===== src/rtl/seq_mult_acc.sv =====
// Sequential shift-add multiplier with optional signed mode and an accumulate stage
// carrying a sticky signed-overflow flag. One multiply takes WIDTH+1 cycles.
module seq_mult_acc #(
  parameter int unsigned WIDTH     = 8,
  parameter int unsigned ACC_WIDTH = 2*WIDTH+4
) (
  input  logic                   clk,
  input  logic                   reset,
  input  logic                   start,
  input  logic [WIDTH-1:0]       a_in,
  input  logic [WIDTH-1:0]       b_in,
  input  logic                   signed_mode,
  input  logic                   accumulate,
  input  logic                   clear_acc,
  output logic                   busy,
  output logic                   done,
  output logic [2*WIDTH-1:0]     product,
  output logic [ACC_WIDTH-1:0]   acc_out,
  output logic                   overflow
);

  localparam int unsigned CW = $clog2(WIDTH+1);

  typedef enum logic [1:0] {IDLE, RUN, DONE} state_t;

  state_t                 state_q, state_d;
  logic [CW-1:0]          cnt_q, cnt_d;
  logic [2*WIDTH:0]       work_q, work_d;
  logic [WIDTH-1:0]       mag_a_q, mag_a_d;
  logic                   neg_q, neg_d;
  logic                   sm_q, sm_d;
  logic                   accum_q, accum_d;
  logic                   busy_q, busy_d;
  logic                   done_q, done_d;
  logic [2*WIDTH-1:0]     product_q, product_d;
  logic [ACC_WIDTH-1:0]   acc_q, acc_d;
  logic                   ovf_q, ovf_d;

  logic [WIDTH-1:0]       a_mag, b_mag;
  logic [WIDTH:0]         add_sum;
  logic [2*WIDTH:0]       step, work_step;
  logic [2*WIDTH-1:0]     p_raw, prod_new;
  logic [ACC_WIDTH:0]     prod_ext, acc_sum;
  logic                   finish;

  always_comb begin
    state_d   = state_q;
    cnt_d     = cnt_q;
    work_d    = work_q;
    mag_a_d   = mag_a_q;
    neg_d     = neg_q;
    sm_d      = sm_q;
    accum_d   = accum_q;
    product_d = product_q;
    acc_d     = acc_q;
    ovf_d     = ovf_q;
    finish    = 1'b0;

    a_mag     = (signed_mode && a_in[WIDTH-1]) ? -a_in : a_in;
    b_mag     = (signed_mode && b_in[WIDTH-1]) ? -b_in : b_in;
    add_sum   = {1'b0, work_q[2*WIDTH-1:WIDTH]} + {1'b0, mag_a_q};
    step      = work_q[0] ? {add_sum, work_q[WIDTH-1:0]} : work_q;
    work_step = step >> 1;
    p_raw     = work_step[2*WIDTH-1:0];
    prod_new  = neg_q ? -p_raw : p_raw;
    // One guard bit above ACC_WIDTH so an unsigned product that lands on the
    // accumulator sign bit still reports overflow.
    prod_ext  = {{(ACC_WIDTH+1-2*WIDTH){sm_q & prod_new[2*WIDTH-1]}}, prod_new};
    acc_sum   = {acc_q[ACC_WIDTH-1], acc_q} + prod_ext;

    case (state_q)
      // DONE also accepts start so back-to-back operations issue every WIDTH+1 cycles.
      IDLE, DONE: begin
        state_d = IDLE;
        if (start) begin
          state_d = RUN;
          mag_a_d = a_mag;
          work_d  = {{(WIDTH+1){1'b0}}, b_mag};
          neg_d   = signed_mode & (a_in[WIDTH-1] ^ b_in[WIDTH-1]);
          sm_d    = signed_mode;
          accum_d = accumulate;
          cnt_d   = CW'(WIDTH);
        end
      end
      RUN: begin
        work_d = work_step;
        cnt_d  = cnt_q - CW'(1);
        if (cnt_q == CW'(1)) begin
          state_d   = DONE;
          finish    = 1'b1;
          product_d = prod_new;
          if (accum_q) begin
            acc_d = acc_sum[ACC_WIDTH-1:0];
            ovf_d = ovf_q | (acc_sum[ACC_WIDTH] ^ acc_sum[ACC_WIDTH-1]);
          end
        end
      end
      default: state_d = IDLE;
    endcase

    if (clear_acc) begin
      acc_d = (finish && accum_q) ? prod_ext[ACC_WIDTH-1:0] : '0;
      ovf_d = 1'b0;
    end

    busy_d = (state_d != IDLE);
    done_d = finish;
  end

  always_ff @(posedge clk) begin
    if (!reset) begin
      state_q   <= IDLE;
      cnt_q     <= '0;
      work_q    <= '0;
      mag_a_q   <= '0;
      neg_q     <= 1'b0;
      sm_q      <= 1'b0;
      accum_q   <= 1'b0;
      busy_q    <= 1'b0;
      done_q    <= 1'b0;
      product_q <= '0;
      acc_q     <= '0;
      ovf_q     <= 1'b0;
    end else begin
      state_q   <= state_d;
      cnt_q     <= cnt_d;
      work_q    <= work_d;
      mag_a_q   <= mag_a_d;
      neg_q     <= neg_d;
      sm_q      <= sm_d;
      accum_q   <= accum_d;
      busy_q    <= busy_d;
      done_q    <= done_d;
      product_q <= product_d;
      acc_q     <= acc_d;
      ovf_q     <= ovf_d;
    end
  end

  assign busy     = busy_q;
  assign done     = done_q;
  assign product  = product_q;
  assign acc_out  = acc_q;
  assign overflow = ovf_q;

endmodule

===== config.mk =====
export PLATFORM = sky130hd
export DESIGN_NAME = seq_mult_acc
export DESIGN_NICKNAME = d
export VERILOG_FILES = /design/src/rtl/seq_mult_acc.sv
export SDC_FILE = /design/constraint.sdc
export NUM_CORES = 1
export LEC_CHECK = 0
export BUFFER_PORTS_ARGS = -buffer_cell sky130_fd_sc_hd__buf_4
export CORE_MARGIN = 2
export CORE_UTILIZATION = 55
export DETAILED_ROUTE_END_ITERATION = 8
export GPL_TIMING_DRIVEN = 0
export PLACE_DENSITY = 0.76
export SETUP_SLACK_MARGIN = 0.3
export SYNTH_ARGS = -nofsm -noshare
export SYNTH_HDL_FRONTEND = slang
export SYNTH_SLANG_ARGS = --single-unit

===== constraint.sdc =====
create_clock -name clk -period 13.5 [get_ports clk]
set_clock_uncertainty 0.1 [all_clocks]
set_input_delay 2.7 -clock clk [delete_from_list [all_inputs] [get_ports clk]]
set_output_delay 2.7 -clock clk [all_outputs]
set_load 0.02 [all_outputs]

==> results of run 1 <==
[final cells by class]
| type | count | area [µm²] |
|---|---|---|
| clock buffer | 11 | 131.4 |
| inverter | 38 | 142.6 |
| clock inverter | 5 | 81.33 |
| sequential | 72 | 1441 |
| buffer | 34 | 142.6 |
| tap | 108 | 135.1 |
| multi-input combinational | 513 | 3267 |
| fill | 786 | 2987 |
| timing repair buffer | 58 | 435.4 |
[report_power, final]
| group | leakage (nW) | switching (W) | internal (W) |
|---|---|---|---|
| clock | 0.104 | 0.0000870 | 0.000104 |
| combinational | 1.73 | 0.0000647 | 0.0000394 |
| sequential | 0.585 | 0.00000805 | 0.000220 |
| total | 2.41 | 0.000160 | 0.000364 |
[registers in the layout (all words and copies together) (netlist names)]
register	flops
acc_out	20
product	16
work_q	16
mag_a_q	8
cnt_q	4
state_q	2
accum_q	1
busy	1
done	1
neg_q	1
overflow	1
sm_q	1
[cell families (layout without fill, tap and decap cells)]
logic type,count (synthesis),count (layout)
mux,6,6
xor+xnor,36,36
simple gates,243,243
flops,72,72
compound gates,196,196
fa+ha+maj,32,32
buf+inv,72,146
[synthesized netlist by cell type (4+ instances only)]
cell type	count	area share
xnor2_1	16	0.028
nor2b_1	5	0.0063
nor3_1	16	0.016
a21oi_1	60	0.060
ha_1	30	0.075
a22oi_1	13	0.020
and3_1	4	0.0050
nand4_1	4	0.0050
a31oi_1	13	0.016
a41oi_1	4	0.0070
clkbuf_1	26	0.020
o31ai_1	6	0.0090
o21a_1	6	0.0090
a311oi_1	4	0.0070
nand2_1	76	0.057
nand2b_1	4	0.0050
or3_1	4	0.0050
a211oi_1	16	0.024
nand3_1	14	0.014
o21ai_0	31	0.031
xor2_1	20	0.035
a21o_1	8	0.012
nor2_1	91	0.068
inv_1	38	0.029
dfxtp_1	72	0.29
[stage by stage]
stage / hold WS [ns] / instances / util / power [W] / instance area [µm²]
after floorplan: 0.3400 / 657 / - / 0.0003041 / 4994
after global placement: 0.3673 / 823 / 0.6349 / 0.0003322 / 5564
after detailed placement: 0.3748 / 823 / 0.6349 / 0.0003356 / 5564
after CTS: 0.3849 / 839 / 0.6592 / 0.0005246 / 5777
after global routing: 0.4058 / 839 / 0.6592 / 0.0005461 / 5777
final: 0.3860 / 839 / 0.6592 / 0.0005237 / 5777
[path summary, 6_finish.rpt]
check	start	to	slack, ns
max	work_q[3]$_SDFFE_PN0P_	acc_out[17]$_SDFFE_PN0P_	8.40
min	mag_a_q[0]$_SDFFE_PN0P_	mag_a_q[0]$_SDFFE_PN0P_	0.39
max reg2reg	work_q[3]$_SDFFE_PN0P_	acc_out[17]$_SDFFE_PN0P_	8.40
min reg2reg	mag_a_q[0]$_SDFFE_PN0P_	mag_a_q[0]$_SDFFE_PN0P_	0.39
[worst reg2reg max path: cells and delay by family, from the launching register on]
family                   cells  cell delay [ns]
XOR/XNOR                     1             0.34
AND/OR/NAND/NOR              7             2.20
AO/OA/AOI/OAI                6             1.60
flip-flops                   1             0.37
adder cells (fa/ha/maj)      1             0.34
buffers and inverters        1             0.08
[routing by layer]
layer  vias to the layer above  track usage
met4                         0       0.1075
met2                       200       0.5016
met3                        22      0.04708
met1                      2373       0.3434
li1                       2478            -
met5                         -            0
==> qor.csv, run 1 <==
stage;metric;value;unit
synthesis;Post-synth top flop;dfxtp_1;
floorplanning;Die ar.;9858;µm²
synthesis;Ys Warns;0;
clock_tree;CTS Sinks;72;
floorplanning;CORE AREA;8763;µm²
setup_path;Worst path max stage delay;0.49;ns
floorplanning;Die X;99.29;µm
sta;Final Cycle Share;0.3778;
route;Vias/cell;6.046;
clock_tree;clk_lat worst skew;0.35;ns
sta;Post-Route Setup TNS;0;ns
hold_path;Worst Hold Depth;2;
synthesis;largest family of logic cells by synthesized area;compound AO/OA/AOI/OAI gates;
route;1st-iter DRT viols;254;
route;wire per inst;16.32;µm
sta;RSZ-0062 raised after global routing;false;
synthesis;syn_nets;711;
clock_tree;setup bufs post-CTS;0;
route;top sig layer;met4;
clock_tree;CTS tree;yes;
global_routing;GRT Residual Overflow;0;
global_routing;vias in the first global route;4882;
sta;endpoints failing setup;0;
setup_path;CP bufs+invs;1;
clock_tree;post-CTS resize count;0;
sta;Period minus WS final;5.101;ns
clock_tree;TritonCTS Buffers;9;
synthesis;simple-gate area share of the yosys netlist;0.2283;
route;# DRC;0;
sta;Slew Viols, Final;0;
route;DR vias;5073;
global_routing;total track usage;0.2832;
clock_tree;CTS root buffer;clkbuf_8;
place;RD Place Congestion;0.9201;
setup_path;WS Path Type;flop to flop;
cells_and_area;final net count;780;
synthesis;Yosys reg bits;72;
route;DRT antenna net count;0;
setup_path;worst-case reg-to-reg path depth;16;
sta;maximum clock rate;0.1960;GHz
sta;worst setup margin;8.399;ns
route;met3 WL;870;µm
synthesis;synthesized area per cell;7.601;µm²
synthesis;Post-synth EDFFs;0;
sta;final hold violation count;0;
route;total wire length;13690;µm
global_routing;largest net degree at the start of global routing;13;
route;DR WL met2;6845;µm
clock_tree;Max Buffers Root-to-Sink;2;
synthesis;post-synthesis mux area share;0.01278;
synthesis;Cell variety after synth;70;
setup_path;CP Depth;16;
synthesis;complex-gate fraction of the synthesized area;0.2669;
setup_path;Top delay family on crit path;simple AND/OR/NAND/NOR gates;
synthesis;Cells after Synth;657;
setup_path;startpoint types;flop;
setup_path;CP max stage cell;or3b_2;
floorplanning;io pins;61;
cells_and_area;diode count;0;
synthesis;XOR/XNOR share of the synthesized area;0.06314;
setup_path;worst-path maximum fanout;6;
synthesis;Seq/Total Area, Yosys;0.2886;
synthesis;async set-reset flop share out of synthesis;0;
floorplanning;Die Ht;99.29;µm
setup_path;CP Data Arrival Time;5.28;ns
route;Post-Route M1 WL;5755;µm
cells_and_area;P&R area growth vs syn;15.69;%
floorplanning;row cnt;34;
setup_path;crit path cell chain;or3_4, or3b_2, or3_1, o31ai_1, xor2_1, inv_1, ha_1, nand2_1, nor3_1, nand2_1, o21ba_2, o21ai_0, o21ai_0, nor4b_1, o31ai_1, a21oi_1;
sta;worst slew pin tran;0.7238;ns
power;PD cells;90.66;nW/µm²
synthesis;Cell Area, Synth;4994;µm²
cells_and_area;layout cells sized above 1;0.1354;
clock_tree;number of H-tree levels;3;
power;Leakage;2.414;nW
power;VDD IR max;0.00007123;V
clock_tree;hold_buf cts;0;
setup_path;CP required;13.68;ns
global_routing;first-pass GRT wire length;22540;µm
flow_run;max_cap viols;0;
cells_and_area;most common cell after layout, fill and taps aside;nor2_1;
synthesis;Post-Synth Adder-Cell Area;0.08319;
hold_path;Hold Path Class;flop to flop;
place;DP Wirelength;10490;µm
route;TritonRoute pass-1 iters;5;
sta;worst rel slew slack;0.5175;
place;Buffers on Ports;58;
setup_path;Worst Setup End Kind;flop;
clock_tree;CTS clk-pin slew, worst paths;0.08;ns
cells_and_area;most frequent cells in the layout;91 x nor2_1, 76 x nand2_1, 72 x dfxtp_1;
floorplanning;Initial Util;0.5698;
place;worst slack, placed;8.584;ns
outcome;status;finished, final reports clean;
global_routing;initial antenna violation count;0;
No activity file was read; power rests on OpenSTA's default activity.
==> run 2, diff against run 1 <==
--- a/config.mk
+++ b/config.mk
@@ -7,10 +7,10 @@
 export LEC_CHECK = 0
 export BUFFER_PORTS_ARGS = -buffer_cell sky130_fd_sc_hd__buf_4
 export CORE_MARGIN = 2
-export CORE_UTILIZATION = 55
+export CORE_UTILIZATION = 53
 export DETAILED_ROUTE_END_ITERATION = 8
 export GPL_TIMING_DRIVEN = 0
-export PLACE_DENSITY = 0.76
+export PLACE_DENSITY = 0.77
 export SETUP_SLACK_MARGIN = 0.3
 export SYNTH_ARGS = -nofsm -noshare
 export SYNTH_HDL_FRONTEND = slang
==> constraint.sdc (replaced) <==
create_clock -name clk -period 4.09 [get_ports clk]
set_clock_uncertainty 0.1 [all_clocks]
set_input_delay 0.818 -clock clk [delete_from_list [all_inputs] [get_ports clk]]
set_output_delay 0.818 -clock clk [all_outputs]
set_load 0.02 [all_outputs]
==> run 2 against run 1 <==
The run now ends with setup timing left. Highest routed layer unchanged. Critical endpoint is now acc_out[16]$_SDFFE_PN0P_. Critical path depth up 2. Final cell count increased by 5.2%. First-iteration DRC count shrank 2.8%. Setup slack worse by 8.6 ns.
==> qor.csv, run 2 (synthesis gave the netlist of run 1 again) <==
stage;metric;value;unit;change
sta;final hold violation count;0;;unchanged
sta;Period minus WS final;4.245;ns;-0.8553 ns
clock_tree;number of H-tree levels;3;;unchanged
floorplanning;row cnt;35;;+2.9%
route;DR vias;5334;;+5.1%
sta;worst setup margin;-0.1555;ns;-8.555 ns
route;DR WL met2;7848;µm;+15%
setup_path;WS Path Type;flop to flop;;
power;Power Total;0.001780;W;+240%
setup_path;Worst Setup End Kind;flop;;
hold_path;Hold Path Class;flop to flop;;
route;Post-Route M1 WL;6427;µm;+12%
global_routing;largest net degree at the start of global routing;14;;+1
sta;Slew Viols, Final;0;;unchanged
route;total wire length;15760;µm;+15%
place;Buffers on Ports;58;;unchanged
sta;Final Cycle Share;1.038;;+0.6602
setup_path;crit path cell chain;or3_4, or3b_4, or3_4, nand2_2, xor2_2, inv_1, ha_4, buf_4, a41oi_2, o21ai_2, a22oi_2, a31o_2, a21o_1, buf_4, nor2_1, mux2_1, a22oi_1, a21oi_1;;
cells_and_area;final net count;821;;+5.3%
route;wire per inst;17.84;µm;+9.3%
sta;maximum clock rate;0.2355;GHz;+20%
cells_and_area;non-filler instance count after layout;883;;+5.2%
clock_tree;hold_buf cts;0;;unchanged
floorplanning;Initial Util;0.5430;;-0.02682
global_routing;vias in the first global route;4982;;+2.0%
global_routing;GRT Residual Overflow;0;;unchanged
clock_tree;TritonCTS Buffers;9;;unchanged
route;1st-iter DRT viols;247;;-2.8%
cells_and_area;fill cell count;700;;-11%
power;Leakage;2.692;nW;+11%
clock_tree;clk_lat worst skew;0.36;ns;about the same
outcome;status;finished, violations left;;
cells_and_area;max FFs per register;20;;unchanged
cells_and_area;diode count;0;;unchanged
floorplanning;CORE AREA;9196;µm²;+4.9%
cells_and_area;P&R area growth vs syn;31.40;%;
route;top sig layer;met4;;
outcome;failing checks;setup timing;;
global_routing;initial antenna violation count;0;;unchanged
sta;worst rel slew slack;0.5803;;+0.06279
clock_tree;CTS tree;yes;;
setup_path;CP max stage cell;or3b_4;;
setup_path;CP required;4.20;ns;-9.48 ns
route;# DRC;0;;unchanged
cells_and_area;most frequent cells in the layout;95 x buf_4, 90 x nor2_1, 72 x nand2_1;;
cells_and_area;layout cells sized above 1;0.2642;;+0.1288
floorplanning;Die Ht;101.1;µm;+1.8%
flow_run;max_cap viols;0;;unchanged
global_routing;total track usage;0.3008;;+0.01763
route;TritonRoute pass-1 iters;5;;unchanged
setup_path;startpoint types;flop;;
floorplanning;io pins;61;;unchanged
place;DP Wirelength;10630;µm;+1.4%
floorplanning;Die ar.;10210;µm²;+3.6%
route;DRT antenna net count;0;;unchanged
sta;RSZ-0062 raised after global routing;true;;
place;RD Place Congestion;0.9205;;about the same
setup_path;worst reg2reg setup slack;-0.16;ns;-8.55 ns
global_routing;first-pass GRT wire length;24230;µm;+7.5%
setup_path;CP Data Arrival Time;4.36;ns;-0.92 ns
sta;worst slew pin tran;0.6230;ns;-0.1008 ns
clock_tree;CTS Sinks;72;;unchanged
route;Vias/cell;6.041;;about the same
route;met3 WL;1104;µm;+27%
clock_tree;Max Buffers Root-to-Sink;2;;unchanged
floorplanning;Die X;101.1;µm;+1.8%
setup_path;Worst path max stage delay;0.40;ns;-0.09 ns
place;placed cells;826;;+0.36%
setup_path;worst-path maximum fanout;5;;-1
clock_tree;CTS clk-pin slew, worst paths;0.09;ns;about the same
sta;Post-Route Setup TNS;-0.5184;ns;-0.5184 ns
clock_tree;CTS root buffer;clkbuf_8;;
cells_and_area;most common cell after layout, fill and taps aside;buf_4;;
power;VDD IR max;0.0001886;V;+160%
sta;endpoints failing setup;5;;+5
power;PD cells;271.2;nW/µm²;+200%
==> run 2: cell types whose count changed in the layout (fill, tap and decap cells not counted), moves of 4 or more <==
cell / delta
a21oi_1: -8
o21ai_1: +6
o21ai_0: -11
a21oi_2: +4
dfxtp_1: -5
nand2_1: -4
a21oi_4: +4
ha_1: -10
ha_4: +9
buf_4: +36
buf_6: +6
==> run 2: worst max-delay path: cells and delay by family, from the launching register on <==
family / cells / cell delay, ns
fa+ha+maj: 1 / 0.27
compound gates: 7 / 1.13
buf+inv: 3 / 0.41
simple gates: 5 / 1.29
xor+xnor: 1 / 0.22
flops: 1 / 0.36
mux: 1 / 0.32
==> run 2: routing by layer <==
metal,vias up,track usage
met2,224,0.5176
met4,0,0.09875
met1,2511,0.3746
met3,41,0.06172
met5,-,0
li1,2558,-
==> run 2: path summary, 6_finish.rpt <==
path,depth (start not counted),from,endpoint
worst max-delay path,18,work_q[3]$_SDFFE_PN0P_,acc_out[16]$_SDFFE_PN0P_
worst min-delay path,2,product[15]$_SDFFE_PN0P_,product[15]$_SDFFE_PN0P_
worst max register to register,18,work_q[3]$_SDFFE_PN0P_,acc_out[16]$_SDFFE_PN0P_
worst min register to register,2,product[15]$_SDFFE_PN0P_,product[15]$_SDFFE_PN0P_
==> run 2: cell type report <==
| type | count | area, µm² | share of cell area |
|---|---|---|---|
| buffer | 34 | 148.9 | 0.02269 |
| clock buffer | 10 | 127.6 | 0.01945 |
| clock inverter | 6 | 67.56 | 0.01030 |
| inverter | 38 | 146.4 | 0.02231 |
| multi-input combinational | 513 | 3714 | 0.5660 |
| sequential | 72 | 1453 | 0.2214 |
| tap | 111 | 138.9 | 0.02117 |
| timing repair buffer | 99 | 765.7 | 0.1167 |
==> run 2: where the power goes <==
group | switching, W | total (W) | leakage [nW] | internal [W]
combinational | 0.000255 | 0.000440 | 2.01 | 0.000185
sequential | 0.0000292 | 0.000756 | 0.588 | 0.000727
clock | 0.000299 | 0.000584 | 0.0929 | 0.000284
==> run 2: per-stage QoR <==
stage / instance area (µm²) / hold WS, ns / setup WS (ns) / util
2_1_floorplan: 5094 / 0.3400 / 0.1313 / -
3_3_place_gp: 5668 / 0.3598 / -0.2122 / 0.6163
3_5_place_dp: 5668 / 0.3706 / -0.2478 / 0.6163
4_1_cts: 6319 / 0.3806 / 0.03601 / 0.6871
5_1_grt: 6561 / 0.4142 / -0.2353 / 0.7135
6_report: 6561 / 0.3888 / -0.1555 / 0.7135
==> run 2: timing repair <==
| item | CTS | global route |
|---|---|---|
| pin swaps | 25 | 30 |
| cloned | 0 | 0 |
| endpoints found under the setup margin | 8 | 11 |
| buffers inserted | 27 | 14 |
| resized for setup | 45 | 34 |
